$ cat src/rtl/moving_avg_pkg.sv
// Shared types and default sizes for the moving-average filter sequencer.
//   state_t          : sequencer states (idle / update / present output)
//   DATA_W_DEF       : default sample width
//   DEPTH_LOG2_DEF   : default log2 of the tap count
package moving_avg_pkg;

  localparam int DATA_W_DEF     = 24;
  localparam int DEPTH_LOG2_DEF = 3;

  typedef enum logic [1:0] {
    S_IDLE,
    S_UPDATE,
    S_OUT
  } state_t;

endpackage

$ cat src/rtl/moving_avg_ctrl_sample_ring.sv
// Circular history buffer holding the last N scaled samples.
// Ports:
//   Clock   : rising-edge clock
//   reset_n : asynchronous active-low clear of every entry
//   we      : write enable
//   addr    : shared read/write address
//   wdata   : write data
//   rdata   : asynchronous read of entry addr
module sample_ring #(
  parameter int DATA_W     = 24,
  parameter int DEPTH_LOG2 = 3
) (
  input  logic                     Clock,
  input  logic                     reset_n,
  input  logic                     we,
  input  logic [DEPTH_LOG2-1:0]    addr,
  input  logic signed [DATA_W-1:0] wdata,
  output logic signed [DATA_W-1:0] rdata
);

  localparam int N = 1 << DEPTH_LOG2;

  logic signed [DATA_W-1:0] r_mem [N];

  always_ff @(posedge Clock or negedge reset_n) begin
    if (!reset_n) begin
      for (int i = 0; i < N; i++) r_mem[i] <= '0;
    end else if (we) begin
      r_mem[addr] <= wdata;
    end
  end

  assign rdata = r_mem[addr];

endmodule

$ cat src/rtl/moving_avg_ctrl.sv
// N-tap moving-average sequencer. Each accepted sample is scaled by 1/N
// (truncating toward zero), written into a circular history, and folded into
// a running sum (add newest, subtract the sample it overwrites once the
// history is full). The sum is presented with a valid/ready handshake.
// Ports:
//   Clock, reset_n       : clock and asynchronous active-low reset
//   clear                : synchronous flush of sum/count/pointer and state
//   in_valid/in_data     : upstream sample, accepted when in_ready is high
//   in_ready             : sequencer idle and able to take a sample
//   out_valid/out_data   : filtered sample (running sum)
//   out_ready            : downstream accepts out_data
//   count                : number of filled taps, saturates at N
//   primed               : count == N
module moving_avg_ctrl
  import moving_avg_pkg::*;
#(
  parameter int DATA_W     = DATA_W_DEF,
  parameter int DEPTH_LOG2 = DEPTH_LOG2_DEF
) (
  input  logic                     Clock,
  input  logic                     reset_n,
  input  logic                     clear,
  input  logic                     in_valid,
  input  logic signed [DATA_W-1:0] in_data,
  output logic                     in_ready,
  output logic                     out_valid,
  output logic signed [DATA_W-1:0] out_data,
  input  logic                     out_ready,
  output logic [DEPTH_LOG2:0]      count,
  output logic                     primed
);

  localparam int                  N     = 1 << DEPTH_LOG2;
  localparam logic [DEPTH_LOG2:0] N_CNT = (DEPTH_LOG2 + 1)'(N);

  // Signed divide by N rounding toward zero: negative values get N-1 added
  // before the arithmetic shift so that e.g. -1/8 gives 0, not -1.
  function automatic logic signed [DATA_W-1:0] div_n(input logic signed [DATA_W-1:0] x);
    logic signed [DATA_W-1:0] bias;
    bias = x[DATA_W-1] ? DATA_W'(N - 1) : '0;
    return (x + bias) >>> DEPTH_LOG2;
  endfunction

  state_t                   r_state;
  state_t                   w_next;
  logic signed [DATA_W-1:0] r_scaled;
  logic signed [DATA_W-1:0] r_sum;
  logic [DEPTH_LOG2-1:0]    r_wr_ptr;
  logic [DEPTH_LOG2:0]      r_count;
  logic signed [DATA_W-1:0] w_oldest;
  logic signed [DATA_W-1:0] w_sub;
  logic                     w_accept;
  logic                     w_update;

  always_ff @(posedge Clock or negedge reset_n) begin
    if (!reset_n) r_state <= S_IDLE;
    else          r_state <= w_next;
  end

  always_comb begin
    w_next    = r_state;
    in_ready  = 1'b0;
    out_valid = 1'b0;
    w_accept  = 1'b0;
    w_update  = 1'b0;
    case (r_state)
      S_IDLE: begin
        // clear wins over a simultaneous sample, so do not advertise ready
        in_ready = reset_n && !clear;
        if (in_valid && !clear) begin
          w_accept = 1'b1;
          w_next   = S_UPDATE;
        end
      end
      S_UPDATE: begin
        w_update = !clear;
        w_next   = S_OUT;
      end
      S_OUT: begin
        out_valid = 1'b1;
        if (out_ready) w_next = S_IDLE;
      end
      default: w_next = S_IDLE;
    endcase
    if (clear) w_next = S_IDLE;
  end

  // Stale ring entries after clear are never subtracted: only a full
  // history contributes its oldest entry.
  assign w_sub = (r_count == N_CNT) ? w_oldest : '0;

  always_ff @(posedge Clock or negedge reset_n) begin
    if (!reset_n) begin
      r_scaled <= '0;
      r_sum    <= '0;
      r_wr_ptr <= '0;
      r_count  <= '0;
    end else if (clear) begin
      r_sum    <= '0;
      r_wr_ptr <= '0;
      r_count  <= '0;
    end else begin
      if (w_accept) r_scaled <= div_n(in_data);
      if (w_update) begin
        r_sum    <= r_sum + r_scaled - w_sub;
        r_wr_ptr <= r_wr_ptr + 1'b1;
        if (r_count != N_CNT) r_count <= r_count + 1'b1;
      end
    end
  end

  sample_ring #(
    .DATA_W    (DATA_W),
    .DEPTH_LOG2(DEPTH_LOG2)
  ) u_ring (
    .Clock  (Clock),
    .reset_n(reset_n),
    .we     (w_update),
    .addr   (r_wr_ptr),
    .wdata  (r_scaled),
    .rdata  (w_oldest)
  );

  assign out_data = r_sum;
  assign count    = r_count;
  assign primed   = (r_count == N_CNT);

endmodule

$ cat config.mk
export PLATFORM = sky130hd
export DESIGN_NAME = moving_avg_ctrl
export DESIGN_NICKNAME = d
export VERILOG_FILES = /design/src/rtl/moving_avg_pkg.sv /design/src/rtl/moving_avg_ctrl_sample_ring.sv /design/src/rtl/moving_avg_ctrl.sv
export SDC_FILE = /design/constraint.sdc
export NUM_CORES = 1
export LEC_CHECK = 0
export ABC_AREA = 0
export CAP_MARGIN = 20
export CELL_PAD_IN_SITES_DETAIL_PLACEMENT = 0
export CELL_PAD_IN_SITES_GLOBAL_PLACEMENT = 2
export CORE_ASPECT_RATIO = 0.8
export CORE_MARGIN = 5
export CORE_UTILIZATION = 38
export DETAILED_ROUTE_END_ITERATION = 10
export PLACE_DENSITY = 0.85
export REMOVE_ABC_BUFFERS = 1
export SLEW_MARGIN = 20
export SYNTH_ARGS = -nofsm -noshare
export SYNTH_HDL_FRONTEND = slang
export SYNTH_HIERARCHICAL = 1
export SYNTH_SLANG_ARGS = --single-unit
$ cat constraint.sdc
create_clock -name Clock -period 4.4 [get_ports Clock]
set_clock_uncertainty 0.2 [all_clocks]
set_input_delay 0.88 -clock Clock [delete_from_list [all_inputs] [get_ports Clock]]
set_output_delay 0.88 -clock Clock [all_outputs]
set_load 0.01 [all_outputs]
Yosys cells after proc, flatten, opt, wreduce, memory -nomap -nowiden
Cells that the tools add are included.
- bits in registers: 246
- bits of input ports: 29
- output and inout bits: 31
- word-level logic and storage cells: 62
- $add $sub $neg: 5
- bitwise logic cells: 2
- equality and inequality tests: 6
- reductions and logical operators: 10
- magnitude comparators: 2
- muxes and demuxes: 24
- operators by type and width (operator ; count):
    $bwmux 192 ; 1
    $mux 24 ; 6
    $bmux 24 s3 ; 1
    $demux 24 s3 ; 1
    $add 24x21->24 ; 1
    $add 24x4->24 ; 1
    $sub 24x24->24 ; 1
    $mux 4 ; 3
    $mux 3 ; 3
    $mux 2 ; 3
    $ne 3x3->1 const B ; 2
    $pmux 2 s3 ; 1
    $reduce_and 2->1 ; 3
    $mux 1 ; 5
    $add 4x1->4 const B ; 1
    $eq 4x4->1 const B ; 1
    $ge 4x4->1 const B ; 1
    $lt 4x1->1 const B ; 1
    $ne 4x4->1 const B ; 1
    $not 3->4 ; 1
    $reduce_bool 2->1 ; 2
    $add 3x1->3 const B ; 1
    $logic_and 1x1->1 ; 3
    $eq 2x1->1 const B ; 1
    other kinds (4) ; 4

Depth between registers and ports, before layout
- word-level depth: 8
- gate-level depth with buffers: 20
- depth with buffers taken out: 16

Modules after synthesis
Netlist, hierarchy kept.
- modules (own cells, without submodules) (module ; times used ; sequential area each (um2) ; cells an instance ; area an instance (um2)):
    sample_ring ; 1 ; 4804.6 ; 610 ; 8843.5
    moving_avg_ctrl ; 1 ; 1351.3 ; 572 ; 4683.2

Worst setup path after synthesis
No wires, ideal clock.
- kind: flip-flop to flip-flop
- start point: register r_wr_ptr[0]
- end point: register r_sum[23], in the netlist out_data[23]
- slack: 0.066 ns
- path buffers: 2
- period minus slack after synthesis: 4.334 ns
- data required time: 4.075 ns
- library setup time: 0.125 ns
- arrival: 4.010 ns
- stages on the path, launching flop included: 16
- path through: dfrtp_1 -> buf_4 -> clkbuf_1 -> mux2_2 -> a22oi_1 -> o211ai_1 -> and2_1 -> fa_1 -> inv_1 -> ha_1 -> a211oi_1 -> o211ai_1 -> a211oi_1 -> nor2_1 -> a311oi_1 -> mux2_2
- cells in the longest elaborated chain, start to end: 8
- ends and longest elaborated chain (what ; RTL line ; RTL):
    start: declaration ; moving_avg_ctrl.sv:48 ; logic [DEPTH_LOG2-1:0] r_wr_ptr;
    start signal: assignment ; moving_avg_ctrl.sv:106 ; r_wr_ptr <= r_wr_ptr + 1'b1;
    $not 3->4 (not written as such) ; moving_avg_ctrl_sample_ring.sv:33 ; assign rdata = r_mem[addr];
    $bmux 24 s3 ; moving_avg_ctrl_sample_ring.sv:33 ;
    $mux 24 (not written as such) (2 in series) ; moving_avg_ctrl_sample_ring.sv:33 ;
    net w_oldest[1] ; moving_avg_ctrl.sv:50 ; logic signed [DATA_W-1:0] w_oldest;
    $mux 24 ; moving_avg_ctrl.sv:90 ; assign w_sub = (r_count == N_CNT) ? w_oldest : '0;
    $sub 24x24->24 ; moving_avg_ctrl.sv:105 ; r_sum <= r_sum + r_scaled - w_sub;
    $mux 24 ; moving_avg_ctrl.sv:104 ; if (w_update) begin
    $mux 24 ; moving_avg_ctrl.sv:98 ; end else if (clear) begin
    end signal: assignment ; moving_avg_ctrl.sv:105 ;
    end: declaration ; moving_avg_ctrl.sv:47 ; logic signed [DATA_W-1:0] r_sum;
The timed path passes the listed nets, and every way through them passes these cells. The select of a mux whose other input is x is not followed.
A chain may end at the register's enable or synchronous reset.

Worst setup path in the final report
Ends and elaborated chain as after synthesis.

==> results by group <==
Yosys
  • Post-synth EDFFs: 0
  • #FFs+latches synth: 246
  • Synth Instances: 1,182
  • Register area share after synthesis: 45.5%
  • Post-Synth XOR/XNOR Area: 3.04%
  • Post-Syn Area per Cell: 11.4 µm²
  • Mux share of post-synthesis cell area: 22.6%
  • Cell area after synthesis: 13,500 µm²
  • Area share of fa/ha/maj cells after synthesis: 6.09%
  • Unique masters post-synth: 60
  • YS warnings: 6
  • Simple logic cell fraction of the synthesized area: 8.00%
  • Synth Area in Compound Gates: 9.55%
  • Dominant synthesized flop cell: dfrtp_1
  • Largest family of logic cells by synthesized area: multiplexers
  • Post-synth ARST share: 100%

Global route
  • GRT met2 Usage: 27.6%
  • First-pass GRT wire length: 56.9 mm
  • Gr busiest metal: met2
  • Total congestion overflow: 0
  • Met3 usage: 2.29%
  • Met1 Use GR: 27.3%
  • Largest net degree at the start of global routing: 143
  • Initial antenna violation count: 0
  • GRT Overall Usage: 17.9%
  • Vias in the first global route: 9,646

Drt
  • Drt pass-1 iters: 4
  • WL final: 36.1 mm
  • Routed WL per cell: 20.1 µm
  • DRT iter0 DRCs: 562
  • Drt via density: 5.20
  • Routed Antenna Nets: 0
  • Remaining DRCs: 0
  • Routed via count: 9,354

Power and ir drop
  • Clock power share: 28.9%
  • Combinational group share of total power: 37.5%
  • Switching pwr: 2770 µW
  • Pleak: 0.00780 µW
  • Pwr Density: 503 nW/µm²
  • Register share of total power: 33.6%
  • Maximum VDD drop: 0.299 mV
  • Switching Share: 33.5%
  • P_int: 5500 µW

Setup path
  • Slowest-stage cell, CP: dfrtp_4
  • Worst EP required: 4630 ps
  • Crit Path Category: reg2reg
  • Sum of buffers and inverters on the critical path: 4
  • Critical Path, Cell by Cell: buf_12, buf_16, buf_8, mux2_2, a22oi_1, o211ai_1, and2_1, fa_1, inv_1, ha_1, a21oi_2, o21bai_1, a41o_1, or4_4, a21oi_2, a311oi_2, mux2_2
  • Arrival time worst endpoint: 4490 ps
  • CP Launch Type: flip-flop
  • Critical path peak fanout: 10
  • CP top delay family: compound AO/OA/AOI/OAI gates
  • CP max stage delay: 510 ps
  • Crit. End Element: flip-flop

Timing
  • Worst slew margin: 40.4%
  • Hold Fails Final Rpt: 0
  • Period utilization: 97.0%
  • Post-route minimum period: 4270 ps
  • Final number of max-transition violations: 0
  • Final setup viols: 0
  • Peak Freq: 234 MHz
  • Setup TNS: 0 ps
  • Worst Tran Pin Value: 895 ps

Min path
  • Hold Crit Class: in2async

Place
  • Detailed Place HPWL: 24.6 mm
  • Buffers added on ports: 59
  • DP Area: 15,200 µm²
  • Final GP Congestion: 0.816

Finish
  • Filler cell count: 3,220
  • Layout cells sized above 1: 34.5%
  • Total Nets Final: 1,388
  • P&R area growth vs syn: 21.5%
  • Post-route cell area: 16,400 µm²
  • Diodes inserted: 0

Clock network
  • Root buf cell: clkbuf_16
  • TritonCTS buffer count: 28
  • Clock latency at the later pin of the worst-skew pair: 540 ps
  • CTS H-tree depth: 1
  • CTS tree: yes
  • Clk sinks: 246
  • Clock tree buffer depth: 3
  • Clk slew on worst S/H paths: 60 ps

Floorplanning
  • Chip Width: 221 µm
  • Core Region: 35,000 µm²
  • Die height: 179 µm
  • Std-Cell Rows: 61
  • I/O Pins: 60
  • DIE AREA: 39,500 µm²
  • Initial core utilization: 38.7%

Outcome
  • Status: finished clean

Run
  • Max Cap Violations: 0
## layer usage
layer,vias to the layer above,share of wire (%),routed length [µm]
met5,-,0,0
met4,0,1.6,575
met3,39,3.6,1290
met2,184,45,16100
met1,4761,50,18100
li1,4370,-,-
## per-stage QoR
stage,total power (µW),setup WS (ps),hold WS [ps],instances,utilization (%)
global route,8780,-31.7,19.8,1798,47.0
global placement,5700,-43.2,281,1740,43.4
finish,8260,133,20.2,1798,47.0
CTS,8180,15.3,13.9,1790,46.2
detailed placement,5730,-126,287,1740,43.4
floorplan,4500,-1220,274,1117,-
## power by group through the flow
stage	logic [µW]	clock network, µW	registers (µW)
floorplan	1740	0	2760
global placement	2900	0	2810
detailed placement	2920	0	2820
CTS	2960	2440	2780
global route	3430	2540	2800
finish	3100	2390	2780
## Yosys cell counts, drive strengths merged, types with 26 or more instances
master	number	share of area, %
a21oi	41	1.5
a22oi	45	2.5
and2	28	1.3
buf	32	1.3
clkbuf	32	0.96
dfrtp	246	46
ha	29	2.7
inv	102	2.8
mux2	261	22
nand2	92	2.6
nor2	31	0.86
o21ai	36	1.3
xor2	26	1.7
## worst reg2reg max path, cell delays in order (launching register included)
cell,delay (ps)
dfrtp_4,510
buf_12,160
buf_16,150
buf_8,140
mux2_2,270
a22oi_1,240
o211ai_1,130
and2_1,180
fa_1,500
inv_1,50
ha_1,250
a21oi_2,150
o21bai_1,120
a41o_1,230
or4_4,420
a21oi_2,120
a311oi_2,60
mux2_2,280
## what timing repair did
action,in CTS,in global routing
setup endpoints to repair,3,13
buffers inserted,1,7
gates resized for setup,4,32
hold buffers,0,0
pin swaps,0,7
cloned,0,1
## layout make-up
class / instances / area (µm²) / area share, %
Clock buffer: 44 / 872 / 5.31
Clock inverter: 5 / 75.1 / 0.457
Inverter: 102 / 383 / 2.33
Multi-Input combinational cell: 769 / 6860 / 41.7
Sequential cell: 246 / 6160 / 37.5
Tap cell: 472 / 591 / 3.59
Timing Repair Buffer: 160 / 1500 / 9.10
## path summary, 6_finish.rpt
check                                       from          endpoint  slack (ps)  cells after the start
worst max-delay path                 r_wr_ptr[0]      out_data[23]         130                     17
worst min-delay path                     reset_n  u_ring/r_mem[32]          20                      1
worst max register to register       r_wr_ptr[0]      out_data[23]         130                     17
worst min register to register  u_ring/r_mem[57]  u_ring/r_mem[57]         300                      1
max in group asynchronous                reset_n       r_wr_ptr[0]        2670                      2
min in group Clock              u_ring/r_mem[57]  u_ring/r_mem[57]         300                      1
## cells by family (layout without fill, tap and decap cells)
group                    Yosys count  in the layout
XOR/XNOR                          47             47
flip-flops                       246            246
buffers and inverters            167            311
AO/OA/AOI/OAI                    195            195
multiplexers                     263            263
AND/OR/NAND/NOR                  212            212
adder cells (fa/ha/maj)           52             52
## state kept, by name, summed over array words and instances, names as in the netlist
name / flops
r_scaled: 21
r_state: 2
r_wr_ptr: 3
count: 4
out_data: 24
u_ring/r_mem: 192
## layout by cell type, fill, tap and decap left out, drive strengths merged, types with 3 or more instances in the layout
| cell | synthesis | layout |
|---|---|---|
| and2 | 28 | 28 |
| nand3 | 14 | 14 |
| fa | 23 | 23 |
| a22oi | 45 | 45 |
| a22o | 10 | 10 |
| xor2 | 26 | 26 |
| clkbuf | 32 | 45 |
| dfrtp | 246 | 246 |
| xnor2 | 21 | 21 |
| a211oi | 4 | 4 |
| clkdlybuf4s50 | 1 | 58 |
| nand2 | 92 | 92 |
| ha | 29 | 29 |
| and3 | 4 | 4 |
| nor3 | 10 | 10 |
| o21a | 4 | 4 |
| nor2 | 31 | 31 |
| nand4 | 10 | 10 |
| mux2 | 261 | 261 |
| o211ai | 25 | 25 |
| buf | 32 | 101 |
| a21o | 8 | 8 |
| nor2b | 10 | 10 |
| o21ai | 36 | 36 |
| inv | 102 | 102 |
| clkinv | 0 | 3 |
| a31oi | 5 | 5 |
| a21oi | 41 | 41 |
| nand2b | 3 | 3 |
Note: power is estimated with default switching activity, not from simulation.
